<file path="config.mk">
export PLATFORM = sky130hd
export DESIGN_NAME = aes_key_expand
export DESIGN_NICKNAME = d
export VERILOG_FILES = /design/src/rtl/aes_key_expand.sv
export SDC_FILE = /design/constraint.sdc
export NUM_CORES = 2
export LEC_CHECK = 0
export CAP_MARGIN = 0
export CORE_ASPECT_RATIO = 0.5
export CORE_MARGIN = 2
export CORE_UTILIZATION = 40
export DETAILED_ROUTE_END_ITERATION = 16
export PLACE_DENSITY = 0.55
export SYNTH_ARGS = -nofsm -noshare
export SYNTH_HDL_FRONTEND = slang
export SYNTH_SLANG_ARGS = --single-unit
</file>
<file path="constraint.sdc">
create_clock -name clk -period 10 [get_ports clk]
set_input_delay 1 -clock clk [delete_from_list [all_inputs] [get_ports clk]]
set_output_delay 1 -clock clk [all_outputs]
set_load 0.02 [all_outputs]
</file>
<file path="src/rtl/aes_key_expand.sv">
// Iterative AES key-schedule engine (AES-128/192/256, selected at run time).
// Expands one cipher key into the full round-key schedule, one 32-bit word
// per clock, and keeps every word in local registers.
//
// Ports:
//   clk, rst        clock, synchronous active-high reset
//   start, mode     launch request (sampled in IDLE); key length 0/1/2 = 128/192/256
//   key             cipher key, MSB word is w[0], shorter keys left-aligned
//   busy            expansion in progress
//   done, err       one-cycle pulses: schedule complete / start rejected
//   key_valid, nr   stored schedule is readable; its round count (10/12/14)
//   rk_idx, rk_data round-key read port (combinational, 0 when not readable)
module aes_key_expand #(
  parameter int NK_MAX = 8
) (
  input  logic                  clk,
  input  logic                  rst,
  input  logic                  start,
  input  logic [1:0]            mode,
  input  logic [32*NK_MAX-1:0]  key,
  output logic                  busy,
  output logic                  done,
  output logic                  err,
  output logic                  key_valid,
  output logic [3:0]            nr,
  input  logic [3:0]            rk_idx,
  output logic [127:0]          rk_data
);

  localparam int DEPTH = 4 * (NK_MAX + 7);
  localparam int IW    = $clog2(DEPTH);

  // Forward S-box, byte 0x00 in the most significant position.
  localparam logic [2047:0] SBOX = {
    128'h637c777bf26b6fc53001672bfed7ab76, 128'hca82c97dfa5947f0add4a2af9ca472c0,
    128'hb7fd9326363ff7cc34a5e5f171d83115, 128'h04c723c31896059a071280e2eb27b275,
    128'h09832c1a1b6e5aa0523bd6b329e32f84, 128'h53d100ed20fcb15b6acbbe394a4c58cf,
    128'hd0efaafb434d338545f9027f503c9fa8, 128'h51a3408f929d38f5bcb6da2110fff3d2,
    128'hcd0c13ec5f974417c4a77e3d645d1973, 128'h60814fdc222a908846eeb814de5e0bdb,
    128'he0323a0a4906245cc2d3ac629195e479, 128'he7c8376d8dd54ea96c56f4ea657aae08,
    128'hba78252e1ca6b4c6e8dd741f4bbd8b8a, 128'h703eb5664803f60e613557b986c11d9e,
    128'he1f8981169d98e949b1e87e9ce5528df, 128'h8ca1890dbfe6426841992d0fb054bb16
  };

  function automatic logic [31:0] sub_word(input logic [31:0] x);
    logic [31:0] r;
    r = '0;
    // ~b selects the byte counted from the top of the table
    for (int b = 0; b < 4; b++) r[8*b +: 8] = SBOX[{~x[8*b +: 8], 3'b000} +: 8];
    return r;
  endfunction

  typedef enum logic {IDLE, EXPAND} state_t;

  state_t          state;
  logic [31:0]     w [DEPTH];
  logic [IW-1:0]   i, last;
  logic [3:0]      j, nk, nr_run;
  logic [7:0]      rcon;

  // Mode decode
  logic [3:0] mode_nk, mode_nr;
  logic       mode_ok;
  always_comb begin
    case (mode)
      2'd0:    mode_nk = 4'd4;
      2'd1:    mode_nk = 4'd6;
      2'd2:    mode_nk = 4'd8;
      default: mode_nk = 4'd0;
    endcase
    mode_nr = mode_nk + 4'd6;
    mode_ok = (mode_nk != 4'd0) && (mode_nk <= 4'(NK_MAX));
  end

  wire accept = (state == IDLE) && start && mode_ok;

  // Next schedule word. One S-box row is shared between the RotWord path
  // (j==0) and the extra AES-256 SubWord at j==4.
  logic [IW-1:0] idx_prev, idx_back;
  logic [31:0]   prev, sub_in, sub_out, temp, new_word;
  always_comb begin
    idx_prev = i - IW'(1);
    idx_back = i - IW'(nk);
    prev     = w[idx_prev];
    sub_in   = (j == 4'd0) ? {prev[23:0], prev[31:24]} : prev;
    sub_out  = sub_word(sub_in);
    if (j == 4'd0)                     temp = sub_out ^ {rcon, 24'h0};
    else if (nk == 4'd8 && j == 4'd4)  temp = sub_out;
    else                               temp = prev;
    new_word = w[idx_back] ^ temp;
  end

  // Word storage: deliberately not reset; the read port masks it instead.
  always_ff @(posedge clk) begin
    if (!rst) begin
      if (accept) begin
        for (int k = 0; k < NK_MAX; k++)
          if (4'(k) < mode_nk) w[k] <= key[32*(NK_MAX-1-k) +: 32];
      end else if (state == EXPAND) begin
        w[i] <= new_word;
      end
    end
  end

  // Control FSM
  always_ff @(posedge clk) begin
    done <= 1'b0;
    err  <= 1'b0;
    if (rst) begin
      state     <= IDLE;
      busy      <= 1'b0;
      key_valid <= 1'b0;
      nr        <= 4'd0;
    end else begin
      case (state)
        IDLE: begin
          if (start) begin
            if (mode_ok) begin
              i         <= IW'(mode_nk);
              j         <= 4'd0;
              rcon      <= 8'h01;
              nk        <= mode_nk;
              nr_run    <= mode_nr;
              last      <= IW'({mode_nr, 2'b11});   // 4*(Nr+1)-1
              key_valid <= 1'b0;
              busy      <= 1'b1;
              state     <= EXPAND;
            end else begin
              err <= 1'b1;
            end
          end
        end
        EXPAND: begin
          i <= i + IW'(1);
          j <= (j == nk - 4'd1) ? 4'd0 : j + 4'd1;
          if (j == 4'd0) rcon <= {rcon[6:0], 1'b0} ^ (rcon[7] ? 8'h1b : 8'h00);
          if (i == last) begin
            state     <= IDLE;
            busy      <= 1'b0;
            done      <= 1'b1;
            key_valid <= 1'b1;
            nr        <= nr_run;
          end
        end
        default: state <= IDLE;
      endcase
    end
  end

  // Round-key read port
  logic [IW-1:0] rk_base;
  always_comb begin
    rk_base = IW'({rk_idx, 2'b00});
    rk_data = '0;
    if (key_valid && rk_idx <= nr)
      rk_data = {w[rk_base], w[rk_base + IW'(1)], w[rk_base + IW'(2)], w[rk_base + IW'(3)]};
  end

endmodule

</file>
; ---- Yosys cells after proc, flatten, opt, wreduce, memory -nomap -nowiden
; Memories as Yosys holds them, arrays and structs flattened.
; Index checks and enable logic that the tools add are counted.
[totals]
register_bits = 35
mem_bits_rw = 1920
output_inout_bits = 136
wordCells = 141
n_memories = 1
[classes]
n_addsub = 9
order_cmp = 10
n_eq_ne = 10
shift = 4
mux = 70
n_bitwise = 10
reduce_logical = 16
[memory_table]
columns = memory, words, width, read_ports, rd_ports_with_merged_regs, wr, line
row1 = w, 60, 32, 6, 0, 8, 56  ; logic [31:0] w [DEPTH];
[op_table]
columns = cell, count
row1 = $shiftx 2048x12->8 const A, 4
row2 = $mux 128, 1
row3 = $mux 32, 4
row4 = $xor 32x32->32, 2
row5 = $mux 1, 48
row6 = $not 8->8, 4
row7 = $reduce_or 32->1, 1
row8 = $mux 8, 3
row9 = $mux 6, 3
row10 = $lt 3x4->1 const A, 4
row11 = $pmux 8 s2, 1
row12 = $add 6x1->6 const B, 2
row13 = $add 6x2->6 const B, 2
row14 = $mux 4, 3
row15 = $pmux 4 s3, 1
row16 = $pmux 6 s2, 1
row17 = $lt 1x4->1 const A, 2
row18 = $lt 2x4->1 const A, 2
row19 = $pmux 4 s2, 1
row20 = $reduce_and 4->1, 2
row21 = $xor 8x5->8, 1
row22 = $eq 6x6->1, 1
row23 = $pmux 1 s2, 3
row24 = $reduce_and 3->1, 2
row25 = 23 further kinds, 31

; ---- Longest topological paths before layout
[depth]
ltp_word = 10
mapped_depth = 34

; ---- Worst setup path after synthesis
; OpenSTA, ideal clock, no wires.
[synth_timing]
path_type = reg-to-reg
startpoint = register i[0]
endpoint = memory w[10][18], data pin
t_arrival_ps = 7904
required_time_ps = 9467
setup_slack_ps = 1563
stages_incl_launch_ff = 30
n_path_buf = 13
synth_period_minus_slack_ps = 8437
path_cell_list = edfxtp_1 > buf_6 > buf_12 > buf_8 > buf_6 > buf_6 > inv_2 > ha_1 > buf_6 > buf_6 > buf_6 > buf_4 > buf_1 > mux4_2 > mux4_2 > o2111ai_1 > o21ai_1 > o221ai_1 > buf_2 > inv_1 > ha_1 > clkbuf_1 > nand2b_1 > buf_2 > a21oi_1 > a211oi_1 > or4_1 > a222oi_1 > o41ai_2 > xor2_1
[synth_rtl]
columns = item, line
row1 = "start, declared", 57  ; logic [IW-1:0] i, last;
row2 = "start signal, assigned", 119  ; i <= IW'(mode_nk);
row3 = "start signal, assigned", 134  ; i <= i + IW'(1);
row4 = "end, declared", 56

==> metrics.csv <==
stage,metric,value,unit
flow_run,maxCapViolations,1,
synth,synth_seq_area_share,47.5,%
critical_path,worstPathCellList,buf_12 -> buf_12 -> mux4_2 -> mux4_2 -> o2111ai_2 -> buf_4 -> nand4b_2 -> inv_2 -> ha_1 -> nand3_1 -> a21oi_1 -> a211o_1 -> o21ai_0 -> a2111oi_0 -> buf_4 -> o31ai_1 -> a21oi_1 -> nor3_2 -> or2_2 -> buf_12,
critical_path,critPathTopFamily,compound AO/OA/AOI/OAI gates,
floorplan,rows,148,
synth,synth_flop_cell,edfxtp_1,
routing,drt_pass1_iterations,10,
synth,yosys-top-cells-area,"edfxtp_1 (47%), mux4_2 (32%), nand2_1 (1.7%)",
sta,max_clock_freq,0.106,GHz
routing,routed-via-count,101000,
pwr,power.leakage,46.4,nW
min_path,worstHoldPathCells,2,
sta,finalSetupViolCount,0,
sta,rsz0062_at_grt,false,
global_route,grt_pass1_wl,843000,um
synth,postSynthCellCount,8324,
clock_tree,cts_max_path_buffers,4,
global_route,grt_max_degree,149,
placement,dp_hpwl,426000,um
critical_path,reg2reg_from,i[0]$_SDFFCE_PN0P_,
routing,drc_errors,0,
clock_tree,cts_buffers,210,
synth,synth_edf_count,2072,
final_layout,area_growth,13.6,%
final_layout,finalInstanceArea,149000,um^2
pwr,switching_share,36.5,%
critical_path,crit_type,flop to flop,
pwr,powerDensity,202,nW/um^2
routing,wl_met2,253000,um
critical_path,path_common_cell,buf_12,
outcome,outcome,"finished, violations left",
final_layout,regArea,62400,um^2
final_layout,nFillCells,28100,
placement,placed_area,142000,um^2
synth,ys_ff_latch,2080,
global_route,grt_usage,37.0,%
clock_tree,clock_sinks,2080,
routing,ant_nets,0,
sta,hold_viol,0,
routing,drt-vias-per-instance,7.65,
critical_path,r2r-end,w[59][25]$_DFFE_PP_,
critical_path,rrSetupSlack,0.58,ns
critical_path,cp_num_buf_inv,6,
routing,wl_met1,231000,um
synth,post-synth-top-count-cell,edfxtp_1,
routing,wire_per_inst,47.7,um
sta,fin_hold_ws,0.549,ns
critical_path,cpPeakStageDelay,0.79,ns
floorplan,num_io_pins,401,
critical_path,critPathRequiredTime,10.60,ns
floorplan,die_x,814,um
placement,place.gp.congestion,1.02,
synth,avgSynthCellArea,15.8,um^2
floorplan,die_area,333000,um^2
clock_tree,clock_latency,0.91,ns
critical_path,worstPathMaxFanout,119,
sta,drv_slew,3,
pwr,p_int,0.0191,W
synth,syn_area,131000,um^2
placement,numPortBuffers,399,
clock_tree,clock-root-buffer,clkbuf_16,
min_path,hold_end,nr[3]$_SDFFE_PP0P_,
pwr,pwr-share-seq,37.6,%
global_route,grt_pass1_vias,94300,
synth,synth_top_area_cell,edfxtp_1,
routing,drt_iter0_markers,19500,
routing,met3WireLength,105000,um
critical_path,end_kind,flop,
routing,top_layer,met5,
clock_tree,cts_tree,built,
sta,skew,0.0852,ns
clock_tree,h-tree-depth,4,
sta,min_period,9.42,ns
synth,synthArstFlopShare,0,%
floorplan,core,326000,um^2
sta,slew_headroom,-3.36,%
pwr,pwr-share-comb,35.2,%
floorplan,initial_core_util,40.3,%
final_layout,nets,8962,
outcome,violations,"capacitance limit, slew limit",
synth,syn_nets,8664,
synth,ys_types,132,
final_layout,drive_gt1_share,35.7,%
critical_path,critPathLaunchType,flop,
synth,yosysTopAreaCellShare,47.4,%
final_layout,multi_input_area,65700,um^2
clock_tree,cts.clk_slew.worst_paths,0.07,ns
floorplan,fp.dieH,409,um
min_path,hp-start,nr[3]$_SDFFE_PP0P_,
critical_path,crit_arrival,10.02,ns
synth,yosys-top-cells-count,"edfxtp_1 (2,072), mux4_2 (1,855), nand2_1 (590)",
synth,ys.warnings.count,0,
global_route,gr-total-overflow,0,
global_route,antenna_found_initial,50,
pwr,ir_drop,0.141,mV
routing,wirelength,629000,um
pwr,netSwitchingPower,0.0110,W
critical_path,slowest_stage,a2111oi_0,
pwr,clkPwrFrac,27.2,%
sta,tightest_slew,1.52,ns
critical_path,r2r_cells,20,
min_path,hold_path_class,flop to flop,
sta,fin_tns_setup,0,ns
sta,post-route-period-util,94.2,%
logic make-up after synthesis:
family / count (synthesis) / synth area share, %
adders and majority gates: 75 / 0.721
other: 1 / 0.00286
DFF: 2080 / 47.5
AOI/OAI and AO/OA: 1323 / 7.12
and+or+nand+nor: 1702 / 6.21
buffers and inverters: 899 / 3.40
xor gates and xnor gates: 65 / 0.519
muxes: 2179 / 34.5
routing by layer:
layer  track usage, %  up-vias
met3             16.4     1781
li1                 -    36300
met1             50.6    52900
met5             1.14        -
met4             18.1       58
met2             49.7     9802
registers in the layout (all words and copies together), names as in the netlist:
name	cells
i	6
nk	3
err	1
key_valid	1
done	1
w	2048
j	4
busy	1
rcon	8
nr	3
state	1
last	3
layout by cell type, fill, tap and decap left out, types with 25 or more instances in the layout:
master and instances:
o31ai_1 26, nor2_4 69, nand2b_1 29, a2111oi_0 28, inv_1 54, nor2b_1 133, clkinv_2 42, nand2_1 580
nand3_1 185, clkbuf_16 211, o2111ai_1 25, nor3_1 101, o211ai_1 98, o21ai_1 36, o21ai_0 227, a31oi_1 65
nand4_1 78, mux2_2 195, clkdlybuf4s50_1 395, a21oi_1 259, clkinv_1 46, buf_12 48, a221oi_1 37, diode_2 28
mux4_2 1855, o311ai_0 25, and2_1 34, nor2_1 270, mux2i_1 115, o22ai_1 25, ha_1 72, a311oi_1 48
a221o_1 36, a211oi_1 81, edfxtp_1 2072, and3_1 66, buf_4 467, bufinv_16 26
layout make-up:
class,count,area share (%)
clock inverter,142,0.977
inverter,70,0.177
timing repair buffer,915,5.69
sequential,2080,41.8
clock buffer,234,3.60
tap,4350,3.65
multi-input combinational,5345,44.0
antenna,28,0.0470
metrics by stage:
stage | util, % | total power [W] | cells | worst slack [ns]
CTS | 45.7 | 0.0298 | 13100 | 0.713
global placement | 43.6 | 0.0219 | 12800 | 0.731
finish | 45.8 | 0.0302 | 13200 | 0.580
global route | 45.7 | 0.0309 | 13100 | 0.272
detailed placement | 43.6 | 0.0218 | 12800 | 0.776
floorplan | - | 0.0175 | 8324 | 1.56
worst min-delay path, delay by kind of cell (launching register included):
family / cells / cell delay [ns]
muxes: 1 / 0.08
DFF: 1 / 0.36
and+or+nand+nor: 1 / 0.07
power by group through the flow:
stage / combinational, W / clock, W / sequential [W]
finish: 0.0106 / 0.00819 / 0.0114
global route: 0.0110 / 0.00854 / 0.0114
CTS: 0.0102 / 0.00822 / 0.0114
detailed placement: 0.0102 / 0 / 0.0115
global placement: 0.0103 / 0 / 0.0115
floorplan: 0.00591 / 0 / 0.0116
what timing repair did:
action / CTS / global route
setup buffers: 0 / 0
hold buffers: 0 / 0
gates resized for setup: 0 / 1
endpoints found under the setup margin: 0 / 85
endpoints found under the hold margin: 0 / 0
worst max path at each step:
stage                     cells past startpoint                  end  slack [ns]          startpoint
after floorplan                              29  w[10][18]$_DFFE_PP_        1.56  i[0]$_SDFFCE_PN0P_
after global placement                       20  w[60][25]$_DFFE_PP_        0.73  i[0]$_SDFFCE_PN0P_
after detailed placement                     20  w[53][25]$_DFFE_PP_        0.78  i[0]$_SDFFCE_PN0P_
after CTS                                    20  w[53][25]$_DFFE_PP_        0.71  i[0]$_SDFFCE_PN0P_
after global routing                         16  w[56][10]$_DFFE_PP_        0.27  i[0]$_SDFFCE_PN0P_
final                                        20  w[59][25]$_DFFE_PP_        0.58  i[0]$_SDFFCE_PN0P_
Note: power is estimated with default switching activity, not from simulation.
